--- config.mk ---
export PLATFORM = sky130hd
export DESIGN_NAME = tod_local_counter
export DESIGN_NICKNAME = d
export VERILOG_FILES = /design/src/rtl/tod_pkg.sv /design/src/rtl/tod_ns_normalize.sv /design/src/rtl/tod_local_counter.sv
export SDC_FILE = /design/constraint.sdc
export NUM_CORES = 1
export LEC_CHECK = 0
export BUFFER_PORTS_ARGS = -buffer_cell sky130_fd_sc_hd__buf_4
export CAP_MARGIN = 20
export CORE_UTILIZATION = 40
export DETAILED_ROUTE_END_ITERATION = 10
export GPL_TIMING_DRIVEN = 0
export PLACE_DENSITY_LB_ADDON = 0.1
export SLEW_MARGIN = 20
export SYNTH_ARGS = -nofsm -noshare
export SYNTH_HDL_FRONTEND = slang
export SYNTH_SLANG_ARGS = --single-unit
--- constraint.sdc ---
create_clock -name clk -period 30.2 [get_ports clk]
set_clock_uncertainty 0.15 [all_clocks]
set_input_delay 4.53 -clock clk [delete_from_list [all_inputs] [get_ports clk]]
set_output_delay 4.53 -clock clk [all_outputs]
set_load 0.005 [all_outputs]
--- src/rtl/tod_pkg.sv ---
// Shared Time-of-Day field layout, constants and helpers for the ToD counter
// and its downstream timestamp-offset users.
package tod_pkg;

  localparam int TOD_W   = 96;
  localparam int SEC_MSB = 95;
  localparam int SEC_LSB = 48;
  localparam int NS_MSB  = 47;
  localparam int NS_LSB  = 16;
  localparam int FNS_MSB = 15;
  localparam int FNS_LSB = 0;

  localparam int SEC_W = SEC_MSB - SEC_LSB + 1;
  localparam int NS_W  = NS_MSB - NS_LSB + 1;
  localparam int FNS_W = FNS_MSB - FNS_LSB + 1;
  localparam int SUM_W = 50;

  localparam logic [31:0] NS_PER_SEC = 32'd1_000_000_000;

  typedef struct packed {
    logic [SEC_W-1:0] sec;
    logic [NS_W-1:0]  ns;
    logic [FNS_W-1:0] fns;
  } tod_t;

  // 32'h8000_0000 has no positive twin; its "magnitude" stays 2^31 and fails the bound.
  function automatic logic adj_in_range(input logic [31:0] adj);
    logic [31:0] mag;
    mag = adj[31] ? (~adj + 32'd1) : adj;
    return mag <= (NS_PER_SEC - 32'd1);
  endfunction

endpackage

--- src/rtl/tod_ns_normalize.sv ---
// Folds a signed {ns,fns} sum back into [0, 1e9) ns, carrying into or
// borrowing from the 48-bit seconds field (modulo 2^48).
module tod_ns_normalize
  import tod_pkg::*;
(
  input  logic signed [SUM_W-1:0] i_sum,
  input  logic [SEC_W-1:0]        i_sec,
  output tod_t                    o_tod,
  output logic                    o_carry,
  output logic                    o_borrow
);

  localparam int NSX_W = SUM_W - FNS_W;
  localparam logic signed [NSX_W-1:0] NS_LIM = NSX_W'(NS_PER_SEC);

  logic signed [NSX_W-1:0] w_ns;
  logic signed [NSX_W-1:0] w_ns_fold;

  assign w_ns = i_sum[SUM_W-1:FNS_W];

  // NOTE: every output of this block gets a default first, so no path leaves it unassigned and no latch is inferred.
  always_comb begin
    w_ns_fold = w_ns;
    o_carry   = 1'b0;
    o_borrow  = 1'b0;
    o_tod.sec = i_sec;
    if (w_ns >= NS_LIM) begin
      w_ns_fold = w_ns - NS_LIM;
      o_carry   = 1'b1;
      o_tod.sec = i_sec + SEC_W'(1);
    end else if (w_ns < NSX_W'(0)) begin
      w_ns_fold = w_ns + NS_LIM;
      o_borrow  = 1'b1;
      o_tod.sec = i_sec - SEC_W'(1);
    end
    o_tod.ns  = w_ns_fold[NS_W-1:0];
    o_tod.fns = i_sum[FNS_W-1:0];
  end

endmodule

--- src/rtl/tod_local_counter.sv ---
// Free-running 96-bit ToD generator: loadable, offset-adjustable, with a
// retunable per-cycle increment, a PPS pulse and a request-reject pulse.
module tod_local_counter
  import tod_pkg::*;
#(
  parameter logic [3:0]  DEF_PERIOD_NS  = 4'd6,
  parameter logic [15:0] DEF_PERIOD_FNS = 16'h6666
) (
  input  logic              clk,
  input  logic              rst,
  input  logic              load_valid,
  input  logic [TOD_W-1:0]  load_tod,
  input  logic              adj_valid,
  input  logic [31:0]       adj_ns,
  input  logic              period_valid,
  input  logic [3:0]        period_ns,
  input  logic [15:0]       period_fns,
  output logic [TOD_W-1:0]  tod_out,
  output logic              tod_valid,
  output logic              pps,
  output logic              err
);

  tod_t        r_tod;
  logic        r_tod_valid;
  logic        r_pps;
  logic        r_err;
  logic [3:0]  r_period_ns;
  logic [15:0] r_period_fns;

  logic                    w_load_ok;
  logic                    w_adj_ok;
  logic                    w_period_bad;
  logic                    w_err;
  logic signed [SUM_W-1:0] w_base;
  logic signed [SUM_W-1:0] w_inc;
  logic signed [SUM_W-1:0] w_adj;
  logic signed [SUM_W-1:0] w_sum;
  tod_t                    w_next;
  logic                    w_carry;
  logic                    w_borrow;

  // A legal load takes priority; an adjust arriving alongside it is dropped and flagged.
  assign w_load_ok    = load_valid && (load_tod[NS_MSB:NS_LSB] < NS_PER_SEC);
  assign w_adj_ok     = adj_valid && adj_in_range(adj_ns) && !w_load_ok;
  assign w_period_bad = period_valid && (period_ns == 4'd0) && (period_fns == 16'd0);
  assign w_err        = (load_valid && !w_load_ok) || (adj_valid && !w_adj_ok) || w_period_bad;

  assign w_base = {2'b00, r_tod.ns, r_tod.fns};
  assign w_inc  = {30'd0, r_period_ns, r_period_fns};
  assign w_adj  = w_adj_ok ? {{2{adj_ns[31]}}, adj_ns, 16'h0000} : '0;
  assign w_sum  = w_base + w_inc + w_adj;

  tod_ns_normalize u_norm (
    .i_sum    (w_sum),
    .i_sec    (r_tod.sec),
    .o_tod    (w_next),
    .o_carry  (w_carry),
    .o_borrow (w_borrow)
  );

  // NOTE: state is updated with non-blocking assignments so every register samples pre-edge values.
  always_ff @(posedge clk or posedge rst) begin
    if (rst) begin
      r_tod        <= '0;
      r_tod_valid  <= 1'b0;
      r_pps        <= 1'b0;
      r_err        <= 1'b0;
      r_period_ns  <= DEF_PERIOD_NS;
      r_period_fns <= DEF_PERIOD_FNS;
    end else begin
      r_err <= w_err;
      if (w_load_ok) begin
        r_tod       <= load_tod;
        r_tod_valid <= 1'b1;
        r_pps       <= 1'b0;
      end else begin
        r_tod <= w_next;
        r_pps <= w_carry && !w_borrow;
      end
      // The increment summed this cycle already used the old period.
      if (period_valid && !w_period_bad) begin
        r_period_ns  <= period_ns;
        r_period_fns <= period_fns;
      end
    end
  end

  assign tod_out   = r_tod;
  assign tod_valid = r_tod_valid;
  assign pps       = r_pps;
  assign err       = r_err;

endmodule
Word level (Yosys, flattened, before mapping). Index checks and enable logic that the tools add are counted.

Add/sub/neg operators: 7. Multiplexer cells: 11. Reduce and logical (&&, ||, !) cells: 18. Bitwise logic cells: 1. Order comparisons: 4.

Operator list (number): 32-bit two-way mux (3); 48-bit two-way mux (2); 96-bit two-way mux (1); 50-bit adder (1); 50-bit two-way mux (1); 48-bit by 20-bit adder with 49-bit output (1); 48-bit by 1-bit adder with 48-bit output, second input constant (1); 48-bit by 1-bit subtractor with 48-bit output, second input constant (1); 34-bit by 31-bit greater-or-equal comparator with 1-bit output, second input constant (1); 34-bit by 1-bit less-than comparator with 1-bit output, second input constant (1); 32-bit by 1-bit adder with 32-bit output, second input constant (1); 32-bit by 31-bit adder with 32-bit output, second input constant (1); 32-bit by 30-bit <= comparator with 1-bit output, second input constant (1); 32-bit by 30-bit less-than comparator with 1-bit output, second input constant (1); 32-bit NOT (1); 32-bit by 31-bit subtractor with 32-bit output, second input constant (1); 16-bit zero test (1); 1-bit logical AND (9); 1-bit zero test (4); 4-bit zero test (1); 1-bit two-way mux (4); 3-bit nonzero test (1); 1-bit logical OR (2).

Output and inout port bits: 99. Input port bits: 153. Word-level logic and storage cells: 49. Register bits: 119.

Depth between registers and ports, before layout. Gate-level depths: netlist of the first run.

Word-level depth: 14. Gate-level depth with buffers: 44. Depth with buffers taken out: 42.

By module. Synthesis of the first run repeated with hierarchy kept, for this count alone.

Cell total of the unflattened synthesis: 1287. Area total of the unflattened synthesis: 11360.9 um2.

Modules (own cells, without submodules): tod_local_counter (cells each 862, instances 1, area each 8577.0 um2, sequential area each 2990.4 um2); tod_ns_normalize (cells each 425, instances 1, area each 2783.9 um2, sequential area each 0.0 um2).

Worst setup path before layout of the first run. OpenSTA, ideal clock, no wires.

Kind: input to register. Start point: in adj_ns[0]. End point: reg r_tod, in the netlist tod_out[92]. Setup slack: 16.369 ns. Setup time: 0.142 ns. Required time: 29.908 ns. Path buffers: 5. Arrival: 13.539 ns. Cell stages on the path: 41. Path through: inv_1 > ha_1 > or3b_2 > clkbuf_1 > nor4_1 > a21oi_1 > o32ai_1 > o21ai_0 > a31oi_1 > o31ai_1 > nor3_1 > clkbuf_1 > and3_1 > ha_1 > buf_2 > a21o_1 > o32a_1 > a41o_1 > (+5 left out) > a211oi_2 > nor2_1 > nor2_4 > inv_2 > ha_1 > clkbuf_1 > nand4_1 > a2111oi_0 > o21ai_0 > a31oi_1 > a21oi_1 > o31ai_1 > o211ai_1 > a21oi_1 > o21ai_0 > a21bo_2 > nand3_1 > a31oi_1.

Word-level cells in the longest chain between the ends: 11. Elaborated cells between the ends (all ways): 13. Classes of those cells: add/sub (2); order compare (3); mux (4); bitwise (1); reduce/logical (3).

RTL lines: from (decl) (line tod_local_counter.sv:14) `input logic [31:0] adj_ns,`; 32-bit NOT (line tod_pkg.sv:29) `mag = adj[31] ? (~adj + 32'd1) : adj;`; 32-bit by 1-bit adder with 32-bit output (line tod_pkg.sv:29); 32-bit two-way mux (line tod_pkg.sv:29); 32-bit by 30-bit <= comparator with 1-bit output (line tod_pkg.sv:30) `return mag <= (NS_PER_SEC - 32'd1);`; 1-bit logical AND (2 in series) (line tod_local_counter.sv:45) `assign w_adj_ok = adj_valid && adj_in_range(adj_ns) && !w_load_ok;`; 50-bit two-way mux * (line tod_local_counter.sv:51) `assign w_adj = w_adj_ok ? {{2{adj_ns[31]}}, adj_ns, 16'h0000} : '0;`; 50-bit adder * (line tod_local_counter.sv:52) `assign w_sum = w_base + w_inc + w_adj;`; 34-bit by 31-bit greater-or-equal comparator with 1-bit output (line tod_ns_normalize.sv:27) `if (w_ns >= NS_LIM) begin`; 48-bit two-way mux (line tod_ns_normalize.sv:27); 96-bit two-way mux (line tod_local_counter.sv:73) `if (w_load_ok) begin`; to (signal assigned) (line tod_local_counter.sv:74) `r_tod <= load_tod;`; to (signal assigned) (line tod_local_counter.sv:78) `r_tod <= w_next;`; to (decl) (line tod_local_counter.sv:24) `tod_t r_tod;`.

Mark *: on every way between the ends. The rest lies on a longest branch, timed or not. A chain may end at the register's enable or synchronous reset.

Worst setup path in the final report of the first run.
Start point: in adj_ns[7]. End point: reg r_tod, in the netlist tod_out[92].

The elaborated chain is that of the path after synthesis.

==> results.toml, run 1 <==
[detailed_routing]
wirelength_microns = 48000
wl_met2_microns = 22500
wl_per_cell_microns = 19.7
first_pass_iters = 5
detail-route-antenna-nets = 0
vias = 14200
drt_iter0_drc = 1005
top_layer_used = "met4"
vias_per_cell = 5.84
wl_met3_microns = 2970
wl_met1_microns = 21100
drc = 0

[yosys]
synth.avg_cell_area_sq_um = 7.61
synth_area_leader_cell = "dfrtp_1"
synth_top_area_frac = 0.209
yosys_most_used_dff = "dfrtp_1"
ys_ff_latch = 119
synthTopCellsByArea = "dfrtp_1, ha_1, nand2_1"
yosys_warnings = 0
synth_area_sq_um = 13100
async_flop_share = 1.00
synth_edf_count = 0
ys_types = 85
yosysSeqAreaShare = 0.229
synth_nets = 1976
syn_inst = 1718

[setup_path]
max_stage_delay_ns = 0.81
cp_slowest_cell = "nor4_2"
cp-start-kind = "primary input"
cp_common_cell = "o21ai_0"
end_kind = "flip-flop"
worstPathMaxFanout = 32
worstPathRequired_ns = 30.32
path_class = "primary input to flip-flop"
crit_arrival_ns = 16.39

[clock_tree]
clk_pin_slew_ns = 0.06
ctsHoldBuffers = 0
cts_sinks = 119
tritoncts = "done"
cts.path.max_buffers = 2
htreeDepth = 4
post-cts-setup-buffers = 0
cts_root_buf = "clkbuf_16"
clock_latency_ns = 0.44
cts_buffers = 17
cts_resized = 0

[die]
rows = 65
dieArea_sq_um = 33400
start_util = 0.410
die_h_microns = 183
ioPinCount = 252
core-area_sq_um = 31900
die_w_microns = 183

[cells_and_area]
fin_cells = 2436
nNetsFinal = 2245
num-fill-cells = 3252
regArea_sq_um = 2990
area_growth_pct = 23.2
multi_input_area_sq_um = 9580
drive_above_1_share = 0.181

[sta]
final_max_slew_viol_count = 0
worst_slew_pin_slew_ns = 1.02
period_share = 0.539
period_needed_ns = 16.27
finalSetupTns_ns = 0
finalSetupViolations = 0
hold_violations = 0
rsz0062_at_grt = "false"
slew_headroom = 0.315
fmax_mhz = 61.4

[power]
peakVddDrop_mv = 0.0667
powerDensity_nw_per_um2 = 122
p_leak_nw = 7.41

[grt]
grt_pass1_wl_microns = 74400
grt_max_degree = 63
grt_pass1_vias = 13600
grt_overflow = 0
antenna_found_initial = 1
grt_usage = 0.284

[place]
portBuffers = 248
post-dp-hpwl_microns = 37400
gp_congestion = 0.963
dp_cells = 2403

[min_path]
hp-class = "flip-flop to flip-flop"

[flow_run]
maxCapViolCount = 0

[run_status]
status = "complete, no violations"
==> worst max-delay path, delay by kind of cell <==
family | cells | cell delay [ns]
AO/OA/AOI/OAI | 20 | 5.41
AND/OR/NAND/NOR | 11 | 4.08
buffers and inverters | 6 | 1.76
XOR/XNOR | 1 | 0.29
adder cells (fa/ha/maj) | 2 | 0.27
==> state kept, by name (all words and copies together), names as in the netlist <==
register	flops
tod_out	96
r_period_fns	16
r_period_ns	4
err	1
pps	1
tod_valid	1
==> cell usage after synthesis (7+ instances only) <==
library cell / number
a31oi_1: 63
o21ai_0: 84
o2111ai_1: 15
a21o_1: 46
and2_1: 10
o21a_1: 21
nand2_1: 203
or3_1: 21
nand2b_1: 27
nor3b_1: 7
and3_1: 64
o21bai_1: 15
nand3_1: 65
a2111oi_0: 7
buf_2: 8
xor2_1: 37
a211oi_1: 18
nor4_1: 14
dfstp_2: 10
nor2_1: 155
a21oi_1: 133
o41ai_1: 8
clkbuf_1: 60
a211o_1: 8
inv_1: 53
o31ai_1: 20
mux2i_1: 17
nor2b_1: 8
or4_1: 10
nand4_1: 19
xnor2_1: 71
nor3_1: 42
dfrtp_1: 109
o211ai_1: 27
mux2_2: 22
or2_2: 13
a21boi_0: 7
ha_1: 102
==> per-layer routing <==
metal / up-vias / global-route usage
met1: 6729 / 0.366
met3: 76 / 0.0494
met4: 0 / 0.105
met5: - / 0
met2: 461 / 0.474
li1: 6950 / -
==> worst paths after layout <==
check / slack [ns] / cells after the start / end / from
worst max register to register: 17.46 / 45 / tod_out[92]$_DFFE_PP0P_ / tod_out[0]$_DFF_PP0_
worst max-delay path: 13.93 / 40 / tod_out[92]$_DFFE_PP0P_ / adj_ns[7]
worst min register to register: 0.32 / 2 / r_period_ns[1]$_DFFE_PP1P_ / r_period_ns[1]$_DFFE_PP1P_
max in group asynchronous: 25.26 / 3 / tod_out[36]$_DFF_PP0_ / rst
min in group asynchronous: 3.96 / 2 / tod_out[1]$_DFF_PP0_ / rst
worst min-delay path: 0.32 / 2 / r_period_ns[1]$_DFFE_PP1P_ / r_period_ns[1]$_DFFE_PP1P_
==> stage by stage <==
stage               total power [mW]  instance area [sq um]  setup WS (ns)   util  hold WS, ns
floorplan                       1.34                  13100          16.37      -        0.291
global placement                1.73                  15500          13.25  0.486        0.303
detailed placement              1.74                  15500          13.52  0.488        0.309
CTS                             1.95                  16100          13.91  0.505        0.318
global route                    2.14                  16100          12.87  0.505        0.338
finish                          1.96                  16100          13.93  0.505        0.315
==> cell families after synthesis <==
logic type | after synthesis | share of synthesized area
simple gates | 677 | 0.251
flops | 119 | 0.229
mux | 39 | 0.0320
compound gates | 539 | 0.274
xor+xnor | 108 | 0.0723
fa+ha+maj | 105 | 0.102
buf+inv | 131 | 0.0402
==> area by class of cell <==
class	instances	share of cell area
Multi-Input combinational cell	1468	0.595
Timing Repair Buffer	250	0.119
Antenna cell	1	0.000155
Sequential cell	119	0.186
Buffer	77	0.0200
Inverter	54	0.0130
Tap cell	435	0.0338
Clock buffer	19	0.0275
Clock inverter	13	0.00668
==> power by group <==
group,switching (mW),total [mW],internal (mW),leakage [nW]
Combinational,0.811,1.45,0.637,5.78
Clock,0.0828,0.197,0.114,0.264
Sequential,0.0754,0.319,0.243,1.38
==> cell usage in the layout (no fill, tap or decap), types with 10 or more instances in the layout <==
master | Yosys | routed
buf_4 | 4 | 252
nand2_1 | 203 | 203
nor2_1 | 155 | 155
a21oi_1 | 133 | 133
dfrtp_1 | 109 | 109
ha_1 | 102 | 102
o21ai_0 | 84 | 84
xnor2_1 | 71 | 71
nand3_1 | 65 | 65
and3_1 | 64 | 64
a31oi_1 | 63 | 63
clkbuf_1 | 60 | 61
inv_1 | 53 | 52
a21o_1 | 46 | 46
nor3_1 | 42 | 42
xor2_1 | 37 | 37
o211ai_1 | 27 | 27
nand2b_1 | 27 | 27
mux2_2 | 22 | 22
o21a_1 | 21 | 21
or3_1 | 21 | 21
o31ai_1 | 20 | 20
nand4_1 | 19 | 19
a211oi_1 | 18 | 18
mux2i_1 | 17 | 17
clkbuf_16 | 0 | 17
o2111ai_1 | 15 | 15
o21bai_1 | 15 | 15
nor4_1 | 14 | 13
or2_2 | 13 | 13
or4_1 | 10 | 10
and2_1 | 10 | 10
dfstp_2 | 10 | 10
Power figures use the tool's default switching activity.
==> run 2, diff against run 1 <==
Settings changed: ABC_AREA set to 1.
Clock period 30.2 ns to 13.4 ns, I/O delays scaled along.
==> results.toml, run 2 <==
[run_status]
status = "complete, no violations"

[setup_path]
crit_family = "simple AND/OR/NAND/NOR gates"
reg2reg_slack_ns = 2.88
reg2reg_to = "tod_out[69]$_DFFE_PP0P_"
cp_slowest_cell = "nor4_1"
max_stage_delay_ns = 0.72
worstPathMaxFanout = 55
cp-start-kind = "primary input"
end_kind = "flip-flop"
worst-path-buf-inv = 8
cp_common_cell = "nand2_1"
worstPathRequired_ns = 13.58
path_class = "primary input to flip-flop"
reg2regPathDepth = 52
r2r_start = "r_period_fns[1]$_DFFE_PP1P_"
crit_arrival_ns = 11.33

[clock_tree]
cts.path.max_buffers = 2
cts_sinks = 119
htreeDepth = 4
cts_root_buf = "clkbuf_16"
tritoncts = "done"
cts_buffers = 17
clock_latency_ns = 0.45
cts_resized = 0
ctsHoldBuffers = 0
clk_pin_slew_ns = 0.06
post-cts-setup-buffers = 0

[die]
dieArea_sq_um = 39600
die_h_microns = 199
core-area_sq_um = 37900
ioPinCount = 252
start_util = 0.410
rows = 71
die_w_microns = 199

[sta]
period_share = 0.832
worst_slew_pin_slew_ns = 0.931
slew_headroom = 0.374
fmax_mhz = 89.7
finalSetupViolations = 0
period_needed_ns = 11.15
final_max_slew_viol_count = 0
finalSetupTns_ns = 0
hold_violations = 0
rsz0062_at_grt = "false"

[yosys]
synth_edf_count = 0
yosys_warnings = 0
synth_area_leader_cell = "nand2_1"
synthTopCellsByArea = "nand2_1, dfrtp_1, inv_1"
synth_common_cells = "nand2_1, inv_1, nor2_1, nand3_1, a21oi_1"
yosys_most_used_dff = "dfrtp_1"
syn_inst = 2657
synth_area_sq_um = 15500
synth.avg_cell_area_sq_um = 5.85
synth_top_area_frac = 0.228
async_flop_share = 1.00
yosysMostFrequentCell = "nand2_1"
ys_ff_latch = 119
ys_types = 54
synth_nets = 2915
yosysSeqAreaShare = 0.192

[place]
portBuffers = 251
post-dp-hpwl_microns = 53700
gp_congestion = 0.959

[min_path]
min_from = "tod_valid$_DFFE_PP0P_"
hold_path_end = "tod_valid$_DFFE_PP0P_"
min_path_cells = 1
hp-class = "flip-flop to flip-flop"

[cells_and_area]
final_common_cell = "nand2_1"
num-fill-cells = 4104
nNetsFinal = 3186
area_growth_pct = 20.6
largest_register_ffs = 96
mostFrequentLayoutCells = "nand2_1, inv_1, nor2_1, buf_4, nand3_1"
final_util = 0.494
drive_above_1_share = 0.140

[detailed_routing]
first_pass_iters = 5
vias = 18300
drc = 0
drt_iter0_drc = 1195
vias_per_cell = 5.30
wl_per_cell_microns = 18.8
detail-route-antenna-nets = 0
wirelength_microns = 65000

[grt]
met3_usage = 0.0500
use_met2 = 0.587
antenna_found_initial = 6
grt_pass1_wl_microns = 98800
grt_overflow = 0
grt_usage = 0.331
grt_pass1_vias = 17700
grt_max_degree = 80
grt_use_met1 = 0.398
top_usage_layer = "met2"

[power]
peakVddDrop_mv = 0.195
power_mw = 5.55
p_leak_nw = 10.1
powerDensity_nw_per_um2 = 296

[flow_run]
maxCapViolCount = 0
run 2: changes by cell type after synthesis, moves of 41 or more:
cell     change
and3_1      -61
inv_1      +298
nand3_1    +116
nand2_1    +743
xnor2_1     -45
nor2_1     +104
a21o_1      -41
a31oi_1     -46
run 2: kinds of logic after synthesis:
| logic type | count (synthesis) | share of synthesized area |
|---|---|---|
| AO/OA/AOI/OAI | 352 | 0.128 |
| adder cells (fa/ha/maj) | 105 | 0.0860 |
| AND/OR/NAND/NOR | 1556 | 0.422 |
| flip-flops | 119 | 0.192 |
| multiplexers | 18 | 0.0130 |
| buffers and inverters | 412 | 0.105 |
| XOR/XNOR | 95 | 0.0540 |
run 2: metrics by stage:
| step | hold WS (ns) | instances | setup slack (ns) | instance area, sq um |
|---|---|---|---|---|
| 4_1_cts | 0.345 | 3452 | 2.43 | 18700 |
| 3_5_place_dp | 0.326 | 3420 | 1.98 | 18100 |
| 2_1_floorplan | 0.315 | 2657 | 4.61 | 15500 |
| 3_3_place_gp | 0.309 | 3419 | 1.61 | 18100 |
| 6_report | 0.338 | 3455 | 2.25 | 18700 |
| 5_1_grt | 0.357 | 3454 | 1.75 | 18700 |
run 2: how the worst max path moves through the flow:
stage / start / end / slack [ns] / cells past startpoint
after global placement: load_tod[42] / tod_out[69]$_DFFE_PP0P_ / 1.61 / 43
after CTS: load_tod[42] / tod_out[69]$_DFFE_PP0P_ / 2.43 / 43
after floorplan: adj_ns[0] / tod_out[69]$_DFFE_PP0P_ / 4.61 / 49
final: load_tod[42] / tod_out[69]$_DFFE_PP0P_ / 2.25 / 42
after global routing: adj_ns[0] / tod_out[69]$_DFFE_PP0P_ / 1.75 / 51
after detailed placement: load_tod[42] / tod_out[69]$_DFFE_PP0P_ / 1.98 / 42
run 2: layout make-up:
cell class,count,area [sq um],area share
multi-input combinational,2126,10900,0.583
antenna,3,7.51,0.000401
clock inverter,13,190,0.0101
tap,511,639,0.0341
buffer,49,263,0.0140
clock buffer,19,443,0.0236
sequential,119,2990,0.160
timing repair buffer,252,1910,0.102
inverter,363,1370,0.0732
run 2: where the power goes:
group          leakage, nW  internal (mW)  switching, mW
sequential            1.40          0.547          0.199
clock                0.309          0.319          0.209
combinational         8.37           1.56           2.72
run 2: layer usage:
metal | vias up | wire length [microns] | part of all wire
li1 | 9126 | - | -
met1 | 8528 | 27200 | 0.42
met2 | 527 | 31900 | 0.49
met3 | 113 | 3460 | 0.053
met4 | 6 | 2350 | 0.036
met5 | - | 47 | 0.00072
